===== config.mk =====
export PLATFORM = sky130hd
export DESIGN_NAME = ldpc_rd_addr_gen
export DESIGN_NICKNAME = d
export VERILOG_FILES = /design/src/rtl/ldpc_rd_addr_gen.sv
export SDC_FILE = /design/constraint.sdc
export NUM_CORES = 1
export LEC_CHECK = 0
export CORE_UTILIZATION = 56
export DETAILED_ROUTE_END_ITERATION = 12
export PLACE_DENSITY = 0.84
export SLEW_MARGIN = 30
export SYNTH_ARGS = -nofsm -noshare
export SYNTH_HDL_FRONTEND = slang
export SYNTH_SLANG_ARGS = --single-unit

===== constraint.sdc =====
create_clock -name clk -period 6.4 [get_ports clk]
set_clock_uncertainty 0.2 [all_clocks]
set_input_delay 1.28 -clock clk [delete_from_list [all_inputs] [get_ports clk]]
set_output_delay 1.28 -clock clk [all_outputs]
set_load 0.02 [all_outputs]

===== src/rtl/ldpc_rd_addr_gen.sv =====
// LDPC read-address sequencer: for one base-matrix row, walks circulant rows
// 0..Z-1 and, per row, emits base + ((offset_k + row) mod Z) for every
// enabled offset slot k, lowest slot first, under a valid/ready handshake.
module ldpc_rd_addr_gen #(
    parameter int A_WID = 8,
    parameter int N_OFF = 3,
    parameter int I_WID = 2
) (
    input  logic                   clk,
    input  logic                   reset,
    input  logic                   start,
    input  logic [A_WID-1:0]       base_addr,
    input  logic [N_OFF*A_WID-1:0] addr_offset,
    input  logic [N_OFF-1:0]       off_en,
    input  logic [A_WID-1:0]       z_size,
    input  logic                   rd_rdy,
    output logic [A_WID-1:0]       rd_addr,
    output logic                   rd_vld,
    output logic [I_WID-1:0]       rd_idx,
    output logic [A_WID-1:0]       rd_row,
    output logic                   busy,
    output logic                   done
);

    typedef enum logic [1:0] {IDLE, RUN, FIN} state_t;

    state_t                       state, state_n;
    logic [A_WID-1:0]             base_q, z_q, row_q, addr_q;
    logic [N_OFF-1:0][A_WID-1:0]  off_q;
    logic [N_OFF-1:0]             en_q;
    logic [I_WID-1:0]             idx_q;

    logic [N_OFF-1:0][A_WID-1:0]  in_off;
    logic [I_WID-1:0]             start_idx, nxt_idx;
    logic [A_WID-1:0]             nxt_row;
    logic                         has_next, hs, last, load, empty;

    assign in_off = addr_offset;

    // Lowest set bit of an enable mask (0 when the mask is empty).
    function automatic logic [I_WID-1:0] low_slot(input logic [N_OFF-1:0] m);
        logic [I_WID-1:0] r;
        r = '0;
        for (int k = N_OFF-1; k >= 0; k--)
            if (m[k]) r = I_WID'(k);
        return r;
    endfunction

    // base + ((o + r) mod z); o and r are both < z, so one conditional
    // subtract in A_WID+1 bits is enough. Base overflow wraps.
    function automatic logic [A_WID-1:0] calc_addr(input logic [A_WID-1:0] b,
                                                   input logic [A_WID-1:0] o,
                                                   input logic [A_WID-1:0] r,
                                                   input logic [A_WID-1:0] z);
        logic [A_WID:0] s;
        s = {1'b0, o} + {1'b0, r};
        if (s >= {1'b0, z}) s = s - {1'b0, z};
        return b + s[A_WID-1:0];
    endfunction

    // Next enabled slot above the current one, else wrap to the next row.
    always_comb begin
        has_next = 1'b0;
        nxt_idx  = low_slot(en_q);
        for (int k = N_OFF-1; k >= 0; k--) begin
            if (en_q[k] && (k > int'(idx_q))) begin
                has_next = 1'b1;
                nxt_idx  = I_WID'(k);
            end
        end
        nxt_row = has_next ? row_q : row_q + A_WID'(1);
    end

    assign start_idx = low_slot(off_en);
    assign empty     = (off_en == '0) || (z_size == '0);
    assign hs        = (state == RUN) && rd_rdy;
    assign last      = hs && !has_next && (row_q == z_q - A_WID'(1));

    // State register.
    always_ff @(posedge clk or posedge reset) begin
        if (reset) state <= IDLE;
        else       state <= state_n;
    end

    // Next-state logic; a start is only honoured from IDLE.
    always_comb begin
        state_n = state;
        load    = 1'b0;
        case (state)
            IDLE: if (start) begin
                load    = 1'b1;
                state_n = empty ? FIN : RUN;
            end
            RUN:  if (last) state_n = FIN;
            FIN:  state_n = IDLE;
            default: state_n = IDLE;
        endcase
    end

    // Sweep context and the registered beat (address/slot/row).
    always_ff @(posedge clk or posedge reset) begin
        if (reset) begin
            base_q <= '0;
            z_q    <= '0;
            off_q  <= '0;
            en_q   <= '0;
            row_q  <= '0;
            idx_q  <= '0;
            addr_q <= '0;
        end else if (load) begin
            base_q <= base_addr;
            z_q    <= z_size;
            off_q  <= in_off;
            en_q   <= off_en;
            row_q  <= '0;
            idx_q  <= start_idx;
            addr_q <= calc_addr(base_addr, in_off[start_idx], A_WID'(0), z_size);
        end else if (hs && !last) begin
            row_q  <= nxt_row;
            idx_q  <= nxt_idx;
            addr_q <= calc_addr(base_q, off_q[nxt_idx], nxt_row, z_q);
        end
    end

    // Beat fields read as zero whenever no beat is being offered.
    assign rd_vld  = (state == RUN);
    assign busy    = (state == RUN);
    assign done    = (state == FIN);
    assign rd_addr = rd_vld ? addr_q : '0;
    assign rd_idx  = rd_vld ? idx_q  : '0;
    assign rd_row  = rd_vld ? row_q  : '0;

endmodule


# Yosys cells after proc, flatten, opt, wreduce, memory -nomap -nowiden
# Cells that the tools add are included.
[totals] reg_bits=63 in_bits=47 out_inout_bits=21 wordCells=77
[classes] add_sub_neg=7 n_lt_le_gt_ge=6 n_eq_ne=5 muxes=35 n_reduce_logical=14
[op_table] cell="8-bit 2-to-1 mux" count=14
[op_table] cell="8-bit binary-select mux with 2-bit select" count=2
[op_table] cell="2-bit 2-to-1 mux" count=14
[op_table] cell="8-bit adder" count=2
[op_table] cell="8-bit subtractor" count=2
[op_table] cell="8-bit by 8-bit adder with 9-bit output" count=1
[op_table] cell="9-bit by 8-bit greater-or-equal comparator with 1-bit output" count=1
[op_table] cell="8-bit by 1-bit adder with 8-bit output, second input constant" count=1
[op_table] cell="8-bit == test" count=1
[op_table] cell="8-bit greater-or-equal comparator" count=1
[op_table] cell="8-bit logical NOT" count=1
[op_table] cell="8-bit by 1-bit subtractor with 8-bit output, second input constant" count=1
[op_table] cell="1-bit logical AND" count=6
[op_table] cell="2-bit by 3-bit < comparator with 1-bit output, second input constant" count=2
[op_table] cell="1-bit 2-to-1 mux" count=4
[op_table] cell="2-bit case mux with 2 select lines" count=1
[op_table] cell="3-bit logical NOT" count=1
[op_table] cell="2-bit by 1-bit == test with 1-bit output, second input constant" count=1
[op_table] cell="2-bit == test, second input constant" count=1
[op_table] cell="1-bit by 2-bit > comparator with 1-bit output, first input constant" count=1
[op_table] cell="2-bit > comparator, first input constant" count=1
[op_table] cell="1-bit logical NOT" count=2
[op_table] cell="2-bit logical NOT" count=1
[op_table] cell="2-bit by 1-bit inequality test with 1-bit output, second input constant" count=1
[op_table] cell="other kinds (4)" count=4

# Logic depth before layout (Yosys ltp)
# Gate-level depths: netlist of the first run.
[depth] ltp_word=15 ltp_mapped=30 ltp_nobuf=28

# Least setup slack after synthesis of the first run
# OpenSTA, ideal clock, no wires.
[synth_path] path_type="flip-flop to flip-flop" startpoint="register idx_q[0]" endpoint="register addr_q[6]" setup_time_ns=0.134 t_arrival_ns=5.267 required_ns=6.066 slack_ns=0.799 path_stages_with_launch=27 path_buffers=2 synth_period_minus_slack_ns=5.601 path_cell_list="dfrtp_1 -> nor2b_1 -> o22ai_1 -> nand2_1 -> clkbuf_1 -> a21oi_1 -> ha_1 -> fa_1 -> a21o_1 -> a2111oi_1 -> xnor2_1 -> ha_1 -> a21oi_1 -> a31oi_1 -> o21ai_0 -> nand2_1 -> clkbuf_1 -> a21oi_1 -> ha_1 -> fa_1 -> a21o_1 -> a21oi_1 -> o21bai_1 -> a21oi_1 -> xnor2_1 -> mux2i_1 -> o21ai_1"
[synth_between] elab_chain_cells=14 word_cells_on_any_way=26 cone_classes="3 x add/sub; 3 x order compare; 12 x mux; 8 x reduce/logical"
[synth_rtl] element="start: declaration" line_no="31" rtl="logic [I_WID-1:0] idx_q;"
[synth_rtl] element="start signal: assignment" line_no="116" rtl="idx_q <= start_idx;"
[synth_rtl] element="start signal: assignment" line_no="120" rtl="idx_q <= nxt_idx;"
[synth_rtl] element="2-bit > comparator" line_no="66" rtl="if (en_q[k] && (k > int'(idx_q))) begin"
[synth_rtl] element="1-bit logical AND" line_no="66"
[synth_rtl] element="2-bit 2-to-1 mux (2 in series)" line_no="66"
[synth_rtl] element="8-bit binary-select mux with 2-bit select" line_no="121" rtl="addr_q <= calc_addr(base_q, off_q[nxt_idx], nxt_row, z_q);"
[synth_rtl] element="8-bit 2-to-1 mux (not written as such)" line_no="121"
[synth_rtl] element="8-bit by 8-bit adder with 9-bit output" line_no="56" rtl="s = {1'b0, o} + {1'b0, r};"
[synth_rtl] element="8-bit subtractor / 9-bit by 8-bit greater-or-equal comparator with 1-bit output (equally long branches)" line_no="57" rtl="if (s >= {1'b0, z}) s = s - {1'b0, z};"
[synth_rtl] element="8-bit 2-to-1 mux" line_no="57"
[synth_rtl] element="8-bit 2-to-1 mux" line_no="118" rtl="end else if (hs && !last) begin"
[synth_rtl] element="8-bit 2-to-1 mux" line_no="110" rtl="end else if (load) begin"
[synth_rtl] element="8-bit adder" line_no="58" rtl="return b + s[A_WID-1:0];"
[synth_rtl] element="8-bit 2-to-1 mux" line_no="118"
[synth_rtl] element="8-bit 2-to-1 mux" line_no="110"
[synth_rtl] element="end signal: assignment" line_no="117" rtl="addr_q <= calc_addr(base_addr, in_off[start_idx], A_WID'(0), z_size);"
[synth_rtl] element="end signal: assignment" line_no="121"
[synth_rtl] element="end: declaration" line_no="28" rtl="logic [A_WID-1:0] base_q, z_q, row_q, addr_q;"
# Parallel ways exist; a longest one is shown, timed or not. The select of a mux whose other input is x is not followed.
# A chain may end at the register's enable or synchronous reset.

# Worst setup path after layout of the first run
[layout_path] startpoint="register en_q[1]" endpoint="register addr_q[6]"
[layout_between] elab_chain_cells=14 word_cells_on_any_way=24 cone_classes="3 x add/sub; 1 x order compare; 13 x mux; 7 x reduce/logical"
[layout_rtl] element="start: declaration" line_no="30" rtl="logic [N_OFF-1:0] en_q;"
[layout_rtl] element="start signal: assignment" line_no="114" rtl="en_q <= off_en;"
[layout_rtl] element="2-bit 2-to-1 mux (2 in series)" line_no="45" rtl="if (m[k]) r = I_WID'(k);"
[layout_rtl] element="2-bit 2-to-1 mux (2 in series)" line_no="66"
[layout_rtl] element="8-bit binary-select mux with 2-bit select" line_no="121"
[layout_rtl] element="8-bit 2-to-1 mux (not written as such)" line_no="121"
[layout_rtl] element="8-bit by 8-bit adder with 9-bit output" line_no="56"
[layout_rtl] element="8-bit subtractor / 9-bit by 8-bit greater-or-equal comparator with 1-bit output (equally long branches)" line_no="57"
[layout_rtl] element="8-bit 2-to-1 mux" line_no="57"
[layout_rtl] element="8-bit 2-to-1 mux" line_no="118"
[layout_rtl] element="8-bit 2-to-1 mux" line_no="110"
[layout_rtl] element="8-bit adder" line_no="58"
[layout_rtl] element="8-bit 2-to-1 mux" line_no="118"
[layout_rtl] element="8-bit 2-to-1 mux" line_no="110"
# Parallel ways exist; a longest one is shown, timed or not. The select of a mux whose other input is x is not followed.

==> results of run 1 <==
==> worst max-delay path: cells and delay by family, from the launching register on <==
| kind | cells | cell delay, ps |
|---|---|---|
| AO/OA/AOI/OAI | 13 | 2020 |
| XOR/XNOR | 2 | 290 |
| adder cells (fa/ha/maj) | 4 | 1270 |
| buffers and inverters | 1 | 240 |
| flip-flops | 1 | 400 |
| multiplexers | 1 | 170 |
| AND/OR/NAND/NOR | 8 | 1380 |
==> kinds of logic (layout without fill, tap and decap cells) <==
family	count (synthesis)	after routing
compound gates	125	125
xor+xnor	42	42
fa+ha+maj	47	47
buf+inv	49	115
flops	63	63
mux	21	21
simple gates	285	285
==> layer usage <==
metal | up-vias | track usage, % | part of all wire (%)
li1 | 2289 | - | -
met2 | 202 | 48.25 | 47
met5 | - | 0 | 0
met4 | 0 | 14.93 | 4.0
met3 | 42 | 4.317 | 6.7
met1 | 2278 | 39.67 | 42
==> sequential cells by signal (all words and copies together), names as in the netlist <==
name / flops
state: 2
en_q: 3
addr_q: 8
idx_q: 2
off_q: 24
z_q: 8
row_q: 8
base_q: 8
==> synth_stat cells (all sizes together) (8+ instances only) <==
cell and count:
xor2 17, inv 22, mux2i 18, a22oi 8, nand2 161, xnor2 25, nand2b 9, dfrtp 63
nand3b 9, nor3 14, ha 42, nor2 32, a21oi 37, nor2b 11, and2 22, o21ai 37
clkbuf 20
==> through the flow <==
stage               TNS, ps  setup slack, ps  area, um^2
finish                    0            313.2        6123
global route         -67.51           -55.42        6123
CTS                       0            290.6        6101
detailed placement        0            42.47        5871
global placement          0            225.5        5869
floorplan                 0            799.0        5102
==> worst max path at each step <==
stage	endpoint	slack, ps	cells past startpoint
6_report	addr_q[6]	310	29
5_1_grt	addr_q[6]	-60	29
4_1_cts	addr_q[7]	290	23
3_5_place_dp	addr_q[7]	40	21
3_3_place_gp	addr_q[7]	230	21
2_1_floorplan	addr_q[6]	800	26
==> area by class of cell <==
class / count / share of cell area (%)
tap: 108 / 2.207
sequential: 63 / 25.75
clock inverter: 6 / 1.512
timing repair buffer: 77 / 12.18
inverter: 22 / 1.349
clock buffer: 10 / 2.248
multi-input combinational: 520 / 54.76
==> metrics, run 1 <==
clk sinks=between 60 and 70; max_cap viols=0; Hold Crit Start=off_q[17]; Syn Inst Count=roughly 630; pin count of the biggest net entering global routing=66; Die H=about 100 um; post-layout min period=just over 6000 ps; Yosys reg bits=63; Clock Latency Late Sink=roughly 350 ps; Final Instance Count excl. Fillers=806; max-slew violation count=0; Core Area=just under 9000 um^2; Crit Path Class=flop to flop; syn avg cell area=~8.1 um^2; CTS tree=done; status=finished, final reports clean; Post-Synth Adder-Cell Area=12.26%; WP data arrival=roughly 6100 ps; startpoint types=flop; largest family of logic cells by synthesized area=simple AND/OR/NAND/NOR gates; FF-to-FF path depth=29; Die Area=roughly 9500 um^2; dpl cells=790; Netlist cell types=53; CP max-delay cell=dfrtp_1; Layout area overhead=20.01%; nets@finish=between 700 and 800; max_slew headroom=between 30% and 40%; post-synthesis sequential area ratio=30.90%; CTS root buf=clkbuf_8; first-pass GRT wire length=between 20 and 25 mm; EDFF count, synth=0; area taken by multi-input logic gates=3353 um^2; Worst R2R Start=en_q[1]; area leader, netlist=dfrtp_1; crit end category=flop; most frequent cells in the layout=nand2_1, clkdlybuf4s50_1, dfrtp_1; Std-Cell Rows=34; Layout Utilization=a little over two thirds; final hold slack=around 280 ps; Inserted Diodes=0; endpoints failing setup=0; slowest stage delay, CP=around 400 ps; routed len/inst=~17 um; port bufs=67; DRT Pass-1 Iters=5; maximum root-to-sink buffer count=2; Synth Area in Compound Gates=~16%; FMAX=~160 MHz; WHS Path Cells=2; Slew @ Worst Pin=around 950 ps; Hold Violations, Final=0; most used cell along the critical path=a21oi_1; Die W=97.46 um; fillers=680; grt ovf=0; DRT Wirelength=around 14 mm; Synth Area in Simple Gates=approximately a quarter; fin crit share=a little over nine tenths; Hold Buf Count CTS=0; Synth Flop Type=dfrtp_1; worst path required time=6420 ps; CP Launch Point=en_q[1]; Yosys Warn Count=0; initial antenna violation count=0; post-route ant nets=0; CTS buffer count=9; vias per cell=5.969; asr flop ratio synth=100.0%; I/O pin cnt=between 60 and 70; Syn Nets=726; H-tree lvl count=3; Post-CTS Setup Inserts=0; share of layout cells above drive strength 1=between 6 and 7%; Synth top area share=between 30% and 40%; mux contribution to synthesized area=4.193%; gpl congestion=about 0.90; synthesized-area fraction occupied by xor and xnor cells=between 7 and 8%; First DRT Iteration DRCs=~350; synth top area cells=dfrtp_1, nand2_1, ha_1, xnor2_1, a21oi_1; DRC=0; Worst Hold Endpoint=off_q[17]; starting density of the core=between 50% and 60%; commonest non-fill, non-tap cell in the layout=nand2_1; HPWL after DPL=between 10 and 15 mm; Hold/Removal Path Class=flop to flop; # resized after CTS=0; worst reg2reg endpoint=addr_q[6]; R2R Setup Slk=roughly 310 ps; vias=about 4800; Clock Pin Slew Worst Setup and Hold Paths=80 ps; total track usage=30.04%; critical path fanouts, max=13; vias in the first global route=around 4700; Synth Cell Area=between 5000 and 6000 um^2; Reg area=1577 um^2
Power of run 1 is left out: the tool's default activity adds up to more than one toggle a clock period on the data nets, which glitch-free logic cannot reach.
==> run 2, diff against run 1 <==
--- a/config.mk
+++ b/config.mk
@@ -8,7 +8,7 @@
 export CORE_UTILIZATION = 56
 export DETAILED_ROUTE_END_ITERATION = 12
 export PLACE_DENSITY = 0.84
-export SLEW_MARGIN = 30
+export SLEW_MARGIN = 20
 export SYNTH_ARGS = -nofsm -noshare
 export SYNTH_HDL_FRONTEND = slang
 export SYNTH_SLANG_ARGS = --single-unit
==> metrics, run 2 (synthesized netlist as in run 1, its figures left out) <==
status=finished, final reports clean; Worst R2R Start=en_q[1]; commonest non-fill, non-tap cell in the layout=nand2_1; vias in the first global route=4613 (-1.3%); worst reg2reg endpoint=addr_q[6]; CTS root buf=clkbuf_8; Die Area=9497 um^2 (unchanged); Hold Violations, Final=0 (unchanged); FMAX=165.6 MHz (+0.80%); Core Area=8763 um^2 (unchanged); First DRT Iteration DRCs=317 (-8.4%); Inserted Diodes=0 (unchanged); Final Instance Count excl. Fillers=806 (unchanged); area of placed instances=5869 um^2 (about the same); first-pass GRT wire length=22.18 mm (-1.4%); DRC=0 (unchanged); total track usage=29.49% (-0.55 points); routed len/inst=17.17 um (-1.7%); maximum root-to-sink buffer count=2 (unchanged); design area=6082 um^2 (-0.67%); crit end category=flop; Std-Cell Rows=34 (unchanged); R2R Setup Slk=360 ps (+50 ps); gpl congestion=0.9003 (unchanged); fin crit share=94.35% (-0.76 points); startpoint types=flop; Crit Path Class=flop to flop; Hold Buf Count CTS=0 (unchanged); post-layout min period=6038 ps (-48.57 ps); Worst Hold Endpoint=off_q[17]; Die H=97.46 um (unchanged); critical path fanouts, max=12 (-1); Slew @ Worst Pin=941.6 ps (-7.790 ps); nets@finish=787 (unchanged); WHS Path Cells=2 (unchanged); grt ovf=0 (unchanged); Hold Crit Start=off_q[17]; dpl cells=790 (unchanged); most frequent cells in the layout=nand2_1, clkdlybuf4s50_1, dfrtp_1; largest register by flop count=off_q; CTS tree=done; Hold/Removal Path Class=flop to flop; H-tree lvl count=3 (unchanged); I/O pin cnt=68 (unchanged); WP data arrival=6050 ps (-50 ps); max_cap viols=0 (unchanged); vias=4752 (-1.2%); endpoints failing setup=0 (unchanged); Layout Utilization=69.40% (-0.47 points); pin count of the biggest net entering global routing=66 (unchanged); post-route ant nets=0 (unchanged); Die W=97.46 um (unchanged); Layout area overhead=19.20%; Largest register FFs=24 (unchanged); starting density of the core=58.22% (unchanged); clk sinks=63 (unchanged); HPWL after DPL=10.54 mm (about the same); Clock Latency Late Sink=350 ps (about the same); DRT Pass-1 Iters=5 (unchanged); initial antenna violation count=0 (unchanged); port bufs=67 (unchanged); worst path required time=6410 ps (about the same); Final TNS setup=0 ps (unchanged); FF-to-FF path depth=27 (-6.9%); vias per cell=5.896 (-1.2%); share of layout cells above drive strength 1=6.447% (-0.14 points); Clock Pin Slew Worst Setup and Hold Paths=80 ps (about the same); max-slew violation count=0 (unchanged); max_slew headroom=37.08% (+0.52 points); CTS buffer count=9 (unchanged); DRT Wirelength=13.84 mm (-1.7%)
-- run 2: changes by cell type in the layout (fill, tap and decap cells not counted) --
cell,before,now
o21ai_0,28,29
clkbuf_1,0,1
clkinvlp_4,2,1
inv_6,1,0
clkinv_2,0,3
bufinv_16,2,1
o21ai_1,9,8
clkbuf_8,10,9
-- run 2: metal layers --
layer | up-vias | global-route usage, % | part of all wire, %
li1 | 2285 | - | -
met1 | 2239 | 39.04 | 43
met2 | 192 | 48.63 | 48
met3 | 36 | 3.813 | 6.2
met4 | 0 | 12.44 | 3.3
met5 | - | 0 | 0
-- run 2: repair_timing --
action,CTS,global route
gates resized for setup,0,5
hold endpoints to repair,0,0
setup buffers,0,0
setup endpoints to repair,0,2
-- run 2: worst max-delay path by stage --
stage | start | to
2_1_floorplan | idx_q[0] | addr_q[6]
3_3_place_gp | off_en[2] | addr_q[7]
3_5_place_dp | off_en[2] | addr_q[7]
4_1_cts | en_q[1] | addr_q[7]
5_1_grt | en_q[1] | addr_q[7]
6_report | en_q[1] | addr_q[6]
-- run 2: area by class of cell --
cell class | instances | area [um^2]
Multi-Input combinational cell | 520 | 3353
Inverter | 22 | 82.58
Fill cell | 695 | 2681
Sequential cell | 63 | 1577
Clock buffer | 10 | 127.6
Clock inverter | 6 | 61.31
Tap cell | 108 | 135.1
Timing Repair Buffer | 77 | 745.7
-- run 2: metrics by stage --
step           worst slack [ps]  hold slack, ps
6_report                  361.8           281.6
5_1_grt                  -5.952           301.6
4_1_cts                   310.2           281.8
3_5_place_dp              47.27           262.5
3_3_place_gp              225.5           255.5
2_1_floorplan             799.0           241.9
-- run 2: critical path, stage by stage (launching register included) --
cell      delay, ps
dfrtp_1         410
nor2b_1         160
o21bai_2        170
buf_4           170
mux2_2          380
ha_1            320
a211oi_1        280
nor2_1          110
o21a_1          180
nor2_1          120
xnor2_1         190
ha_1            330
or2_2           320
a21oi_1         150
a31oi_1          90
o21ai_0         270
nand2_2         220
nor2_1          130
a21oi_1          60
ha_1            230
fa_1            410
a21o_1          170
a21oi_1         230
o21bai_1         90
a21oi_1         180
xnor2_1         100
mux2i_1         160
o21ai_1          70
Power of run 2 is left out for the same reason.
==> run 3, diff against run 2 <==
--- a/config.mk
+++ b/config.mk
@@ -5,6 +5,8 @@
 export SDC_FILE = /design/constraint.sdc
 export NUM_CORES = 1
 export LEC_CHECK = 0
+export CORE_ASPECT_RATIO = 0.8
+export CORE_MARGIN = 8
 export CORE_UTILIZATION = 56
 export DETAILED_ROUTE_END_ITERATION = 12
 export PLACE_DENSITY = 0.84
==> metrics, run 3 (synthesized netlist as in run 1, its figures left out) <==
startpoint types=input port; HPWL after DPL=11.20 mm (+6.2%); First DRT Iteration DRCs=413 (+30%); max-slew violation count=0 (unchanged); routed len/inst=18.63 um (+8.5%); Inserted Diodes=0 (unchanged); # resized after CTS=0 (unchanged); CP delay by family, top=compound AO/OA/AOI/OAI gates; critical path fanouts, max=9 (-3); H-tree lvl count=3 (unchanged); Post-CTS Setup Inserts=0 (unchanged); most frequent cells in the layout=nand2_1, clkdlybuf4s50_1, dfrtp_1; Clock Latency Late Sink=330 ps (-20 ps); Top Usage Layer GRT=met2; slowest stage delay, CP=500 ps (+90 ps); largest register by flop count=off_q; grt ovf=0 (unchanged); Die W=122.7 um (+26%); max_cap viols=0 (unchanged); Die Area=12440 um^2 (+31%); Std-Cell Rows=31 (-8.8%); Die H=101.4 um (+4.0%); global routing met2 resource utilization=39.80% (-8.8 points); CP max-delay cell=clkdlybuf4s50_1; total track usage=24.74% (-4.8 points); starting density of the core=56.95% (-1.3 points); Reg area=1577 um^2 (unchanged); Crit Path Class=input port to flop; post-route ant nets=0 (unchanged); FMAX=164.7 MHz (-0.54%); DRT Pass-1 Iters=6 (+1); Final TNS setup=0 ps (unchanged); commonest non-fill, non-tap cell in the layout=nand2_1; worst path required time=6400 ps (about the same); Layout area overhead=22.63%; Core Area=8960 um^2 (+2.2%); Hold Violations, Final=0 (unchanged); post-layout min period=6071 ps (+32.80 ps); Hold Buf Count CTS=0 (unchanged); share of layout cells above drive strength 1=6.877% (+0.43 points); fin crit share=94.86% (+0.51 points); port bufs=67 (unchanged); DRC=0 (unchanged); status=finished, final reports clean; crit end category=flop; DRT Wirelength=15.14 mm (+9.4%); first-pass GRT wire length=24.13 mm (+8.8%); vias per cell=5.937 (+0.70%); max_slew headroom=43.41% (+6.3 points); gpl congestion=0.9370 (+4.1%); area taken by multi-input logic gates=3362 um^2 (+0.26%); pin count of the biggest net entering global routing=66 (unchanged); WP data arrival=6070 ps (+20 ps); vias in the first global route=4752 (+3.0%); fillers=712 (+2.4%); vias=4827 (+1.6%); nets@finish=787 (unchanged); clk sinks=63 (unchanged); CTS tree=done; met3 Use GR=5.348% (+1.5 points); WP buf/inv=2 (+1); Slew @ Worst Pin=848.9 ps (-92.68 ps); I/O pin cnt=68 (unchanged); initial antenna violation count=1 (+1); Largest register FFs=24 (unchanged); CTS root buf=clkbuf_16; GRT met1 Usage=32.32% (-6.7 points); Clock Pin Slew Worst Setup and Hold Paths=60 ps (-20 ps); Cell Chain, Critical Path=clkdlybuf4s50_1 > nor2b_1 > buf_4 > a22oi_1 > nor2_1 > a21oi_1 > ha_1 > fa_1 > nor2b_1 > o31a_1 > o21ai_0 > nand2b_1 > o221ai_4 > nand2_1 > o21ai_0 > ha_1 > a21oi_1 > nor2b_1 > o21ai_0 > a21oi_1 > o41ai_2 > xor2_1 > xnor2_1 > o22ai_1; maximum root-to-sink buffer count=2 (unchanged); Hold/Removal Path Class=flop to flop; CTS buffer count=9 (unchanged); RSZ-0062 raised after global routing=false; endpoints failing setup=0 (unchanged)
==> run 3: final cells by class <==
class / count / area share, %
Tap cell: 115 / 2.300
Inverter: 22 / 1.320
Timing Repair Buffer: 77 / 11.92
Clock inverter: 7 / 1.940
Multi-Input combinational cell: 520 / 53.73
Clock buffer: 9 / 3.599
Sequential cell: 63 / 25.19
==> run 3: worst paths after layout <==
kind	start	cells after the start	end	slack, ps
min in group asynchronous	reset	3	row_q[0]	1290
min reg2reg	off_q[15]	2	off_q[15]	280
max	off_en[2]	24	addr_q[7]	330
max reg2reg	en_q[2]	28	addr_q[6]	540
min	off_q[15]	2	off_q[15]	280
max in group asynchronous	reset	3	off_q[2]	4120
==> run 3: worst register-to-register path: cells and delay by family, from the launching register on <==
kind / cells / cell delay, ps
AOI/OAI and AO/OA: 13 / 2090
xor gates and xnor gates: 2 / 230
adders and majority gates: 4 / 1240
DFF: 1 / 420
muxes: 2 / 310
and+or+nand+nor: 7 / 1210
==> run 3: metrics by stage <==
stage / area, um^2 / hold WS (ps) / util (%) / instances / setup slack, ps
6_report: 6257 / 281.5 / 69.84 / 813 / 329.0
5_1_grt: 6257 / 301.6 / 69.84 / 813 / 36.36
4_1_cts: 6225 / 280.4 / 69.47 / 813 / 297.4
3_5_place_dp: 5878 / 266.5 / 65.61 / 797 / 60.87
3_3_place_gp: 5878 / 260.8 / 65.61 / 797 / 227.1
2_1_floorplan: 5102 / 241.9 / - / 632 / 799.0
==> run 3: per-layer routing <==
layer,vias up,wire (um)
met3,36,1209
met2,211,6959
met4,2,375
li1,2293,-
met1,2285,6588
met5,-,11
Power of run 3 is left out for the same reason.
==> RTL edit: new RTL, settings of run 2 <==
The parameter `N_OFF` goes from 3 to 2.
--- a/src/rtl/ldpc_rd_addr_gen.sv
+++ b/src/rtl/ldpc_rd_addr_gen.sv
@@ -3,7 +3,7 @@
 // enabled offset slot k, lowest slot first, under a valid/ready handshake.
 module ldpc_rd_addr_gen #(
     parameter int A_WID = 8,
-    parameter int N_OFF = 3,
+    parameter int N_OFF = 2,
     parameter int I_WID = 2
 ) (
     input  logic                   clk,
Interface: changed (resized addr_offset and off_en); port bits go from 68 to 59. The function was not compared with the original's and may differ.
==> RTL edit against run 2 <==
- non-clock buffer count shrank 15
- design area shrank 13%
- wire length shrank 17%
- setup slack gained 0.13 ns
- utilization shrank 1.7 points
- synthesized area shrank 11%
- sequential cell count shrank 10
- critical path type is now input port to register
- largest cell class unchanged
==> RTL edit: results (changes against run 2) <==
** Status
- Result of the run :: finished, final reports clean

** Final layout
- Layout clock area frac :: 0.01775 (-0.01331)
- The data-path buffer share of cell area in the final layout came to 0.1150 (-0.007579).
- Area growth syn-to-layout :: 15.94%
- The filler cell count is 652 (-6.2%).
- The number of non-clock buffers in the layout is 62 (-19%).
- The flip-flop count of the largest register after layout was 16 (-33%).
- Flip-flop and latch count :: 53 (-16%)
- Fraction of final layout cells with drive strength greater than 1 :: 0.07445 (+0.009980)
- The area occupied by multi-input gates was 3022 um^2 (-9.9%).
- Non-filler cells in the finished layout :: 693 (-14%)

** Min path
- Endpoint of the worst hold-timing path :: off_q[14]
- Startpoint of the tightest hold check path :: off_q[14]

** Setup path
- Number of cells on the worst reg-to-reg path :: 25 (-7.4%)
- Peak per-stage delay on the critical path :: 0.49 ns (+0.08 ns)
- Endpoint of the most critical setup path :: addr_q[7]
- On the critical path, the stage with the largest delay is an instance of sky130_fd_sc_hd__clkdlybuf4s50_1.
- The critical path arrival was 5.85 ns (-0.20 ns).
- Slack of the worst reg-to-reg path :: 0.52 ns (+0.16 ns)
- Startpoint of the worst register-to-register path :: idx_q[0]
- Critical Path Fanout Max :: 10 (-2)

** Floorplan
- Row Count :: 32 (-5.9%)

** STA
- The headroom to the max-slew limit was 0.2940 (-0.07681).
- The maximum clock frequency is 169.4 MHz (+2.3%).
- The final hold slack was 0.2851 ns (+0.003462 ns).

** Place
- The number of port buffers was 57 (-15%).
- The half-perimeter wire length after placement is 8971 um (-15%).
- The placer's final routability congestion estimate is 0.9197 (+2.2%).
- The pre-CTS worst setup slack came to 0.1924 ns (+0.1451 ns).

** Power
- Overall power consumption after layout is estimated at 1.460 mW.

** Global route
- The number of global-route vias before repair was 4,018 (-13%).
- Total GRT Usage :: 0.2886 (-0.006296)
- The first-pass GRT wire length is 19,240 um (-13%).
- Pin count of the biggest net entering global routing :: 59 (-11%)
- Met2 capacity usage during global routing :: 0.4776 (-0.008671)

** Detailed routing
- The total iterations of the first detailed-routing run is 5 (unchanged).
- Detailed Route Iter0 Violations :: 244 (-23%)
- Routed length on met1 :: 4969 um (-16%)
- The average wire per standard cell was 16.61 um (-3.3%).
- The length of routed met2 wiring is 5460 um (-17%).
- Via count normalized by instance count :: 5.776 (-2.0%)
- Met3 wire length :: 657 um (-24%)

** Clock network
- The register clock-pin slew on the reported worst setup and hold paths came to 0.11 ns (+0.03 ns).
- The number of CTS-inserted buffers is 5 (-4).
- Clock insertion delay at the later pin of the skew report :: 0.32 ns (-0.03 ns)

** Synthesis
- The mean instance size in the synthesized netlist came to 8.397 um^2 (+4.0%).
- The commonest cells after synthesis are sky130_fd_sc_hd__nand2_1 (110), sky130_fd_sc_hd__dfrtp_1 (53), sky130_fd_sc_hd__ha_1 (42).
- The number of distinct library cells after synthesis was 52 (-1.9%).
- Largest cells by area after synthesis :: sky130_fd_sc_hd__dfrtp_1 (29%), sky130_fd_sc_hd__ha_1 (12%), sky130_fd_sc_hd__nand2_1 (9.1%)
==> RTL edit: changes by cell type in the layout (fill, tap and decap cells not counted), moves of 10 or more <==
cell	delta
sky130_fd_sc_hd__clkdlybuf4s50_1	-10
sky130_fd_sc_hd__dfrtp_1	-10
sky130_fd_sc_hd__nand2_1	-50
sky130_fd_sc_hd__o21ai_0	-12
sky130_fd_sc_hd__mux2_2	+13
==> RTL edit: worst max-delay path, delay by kind of cell <==
family	cells	cell delay (ns)
compound gates	8	1.66
simple gates	4	0.82
mux	2	0.79
fa+ha+maj	2	0.68
buf+inv	1	0.49
xor+xnor	1	0.14
==> RTL edit: logic make-up after synthesis <==
kind of cell,after synthesis,share of synthesized area
other,1,0.0008225
AOI/OAI and AO/OA,93,0.1350
xor gates and xnor gates,52,0.09989
DFF,53,0.2909
buffers and inverters,51,0.04747
adders and majority gates,47,0.1372
muxes,30,0.07108
and+or+nand+nor,216,0.2176
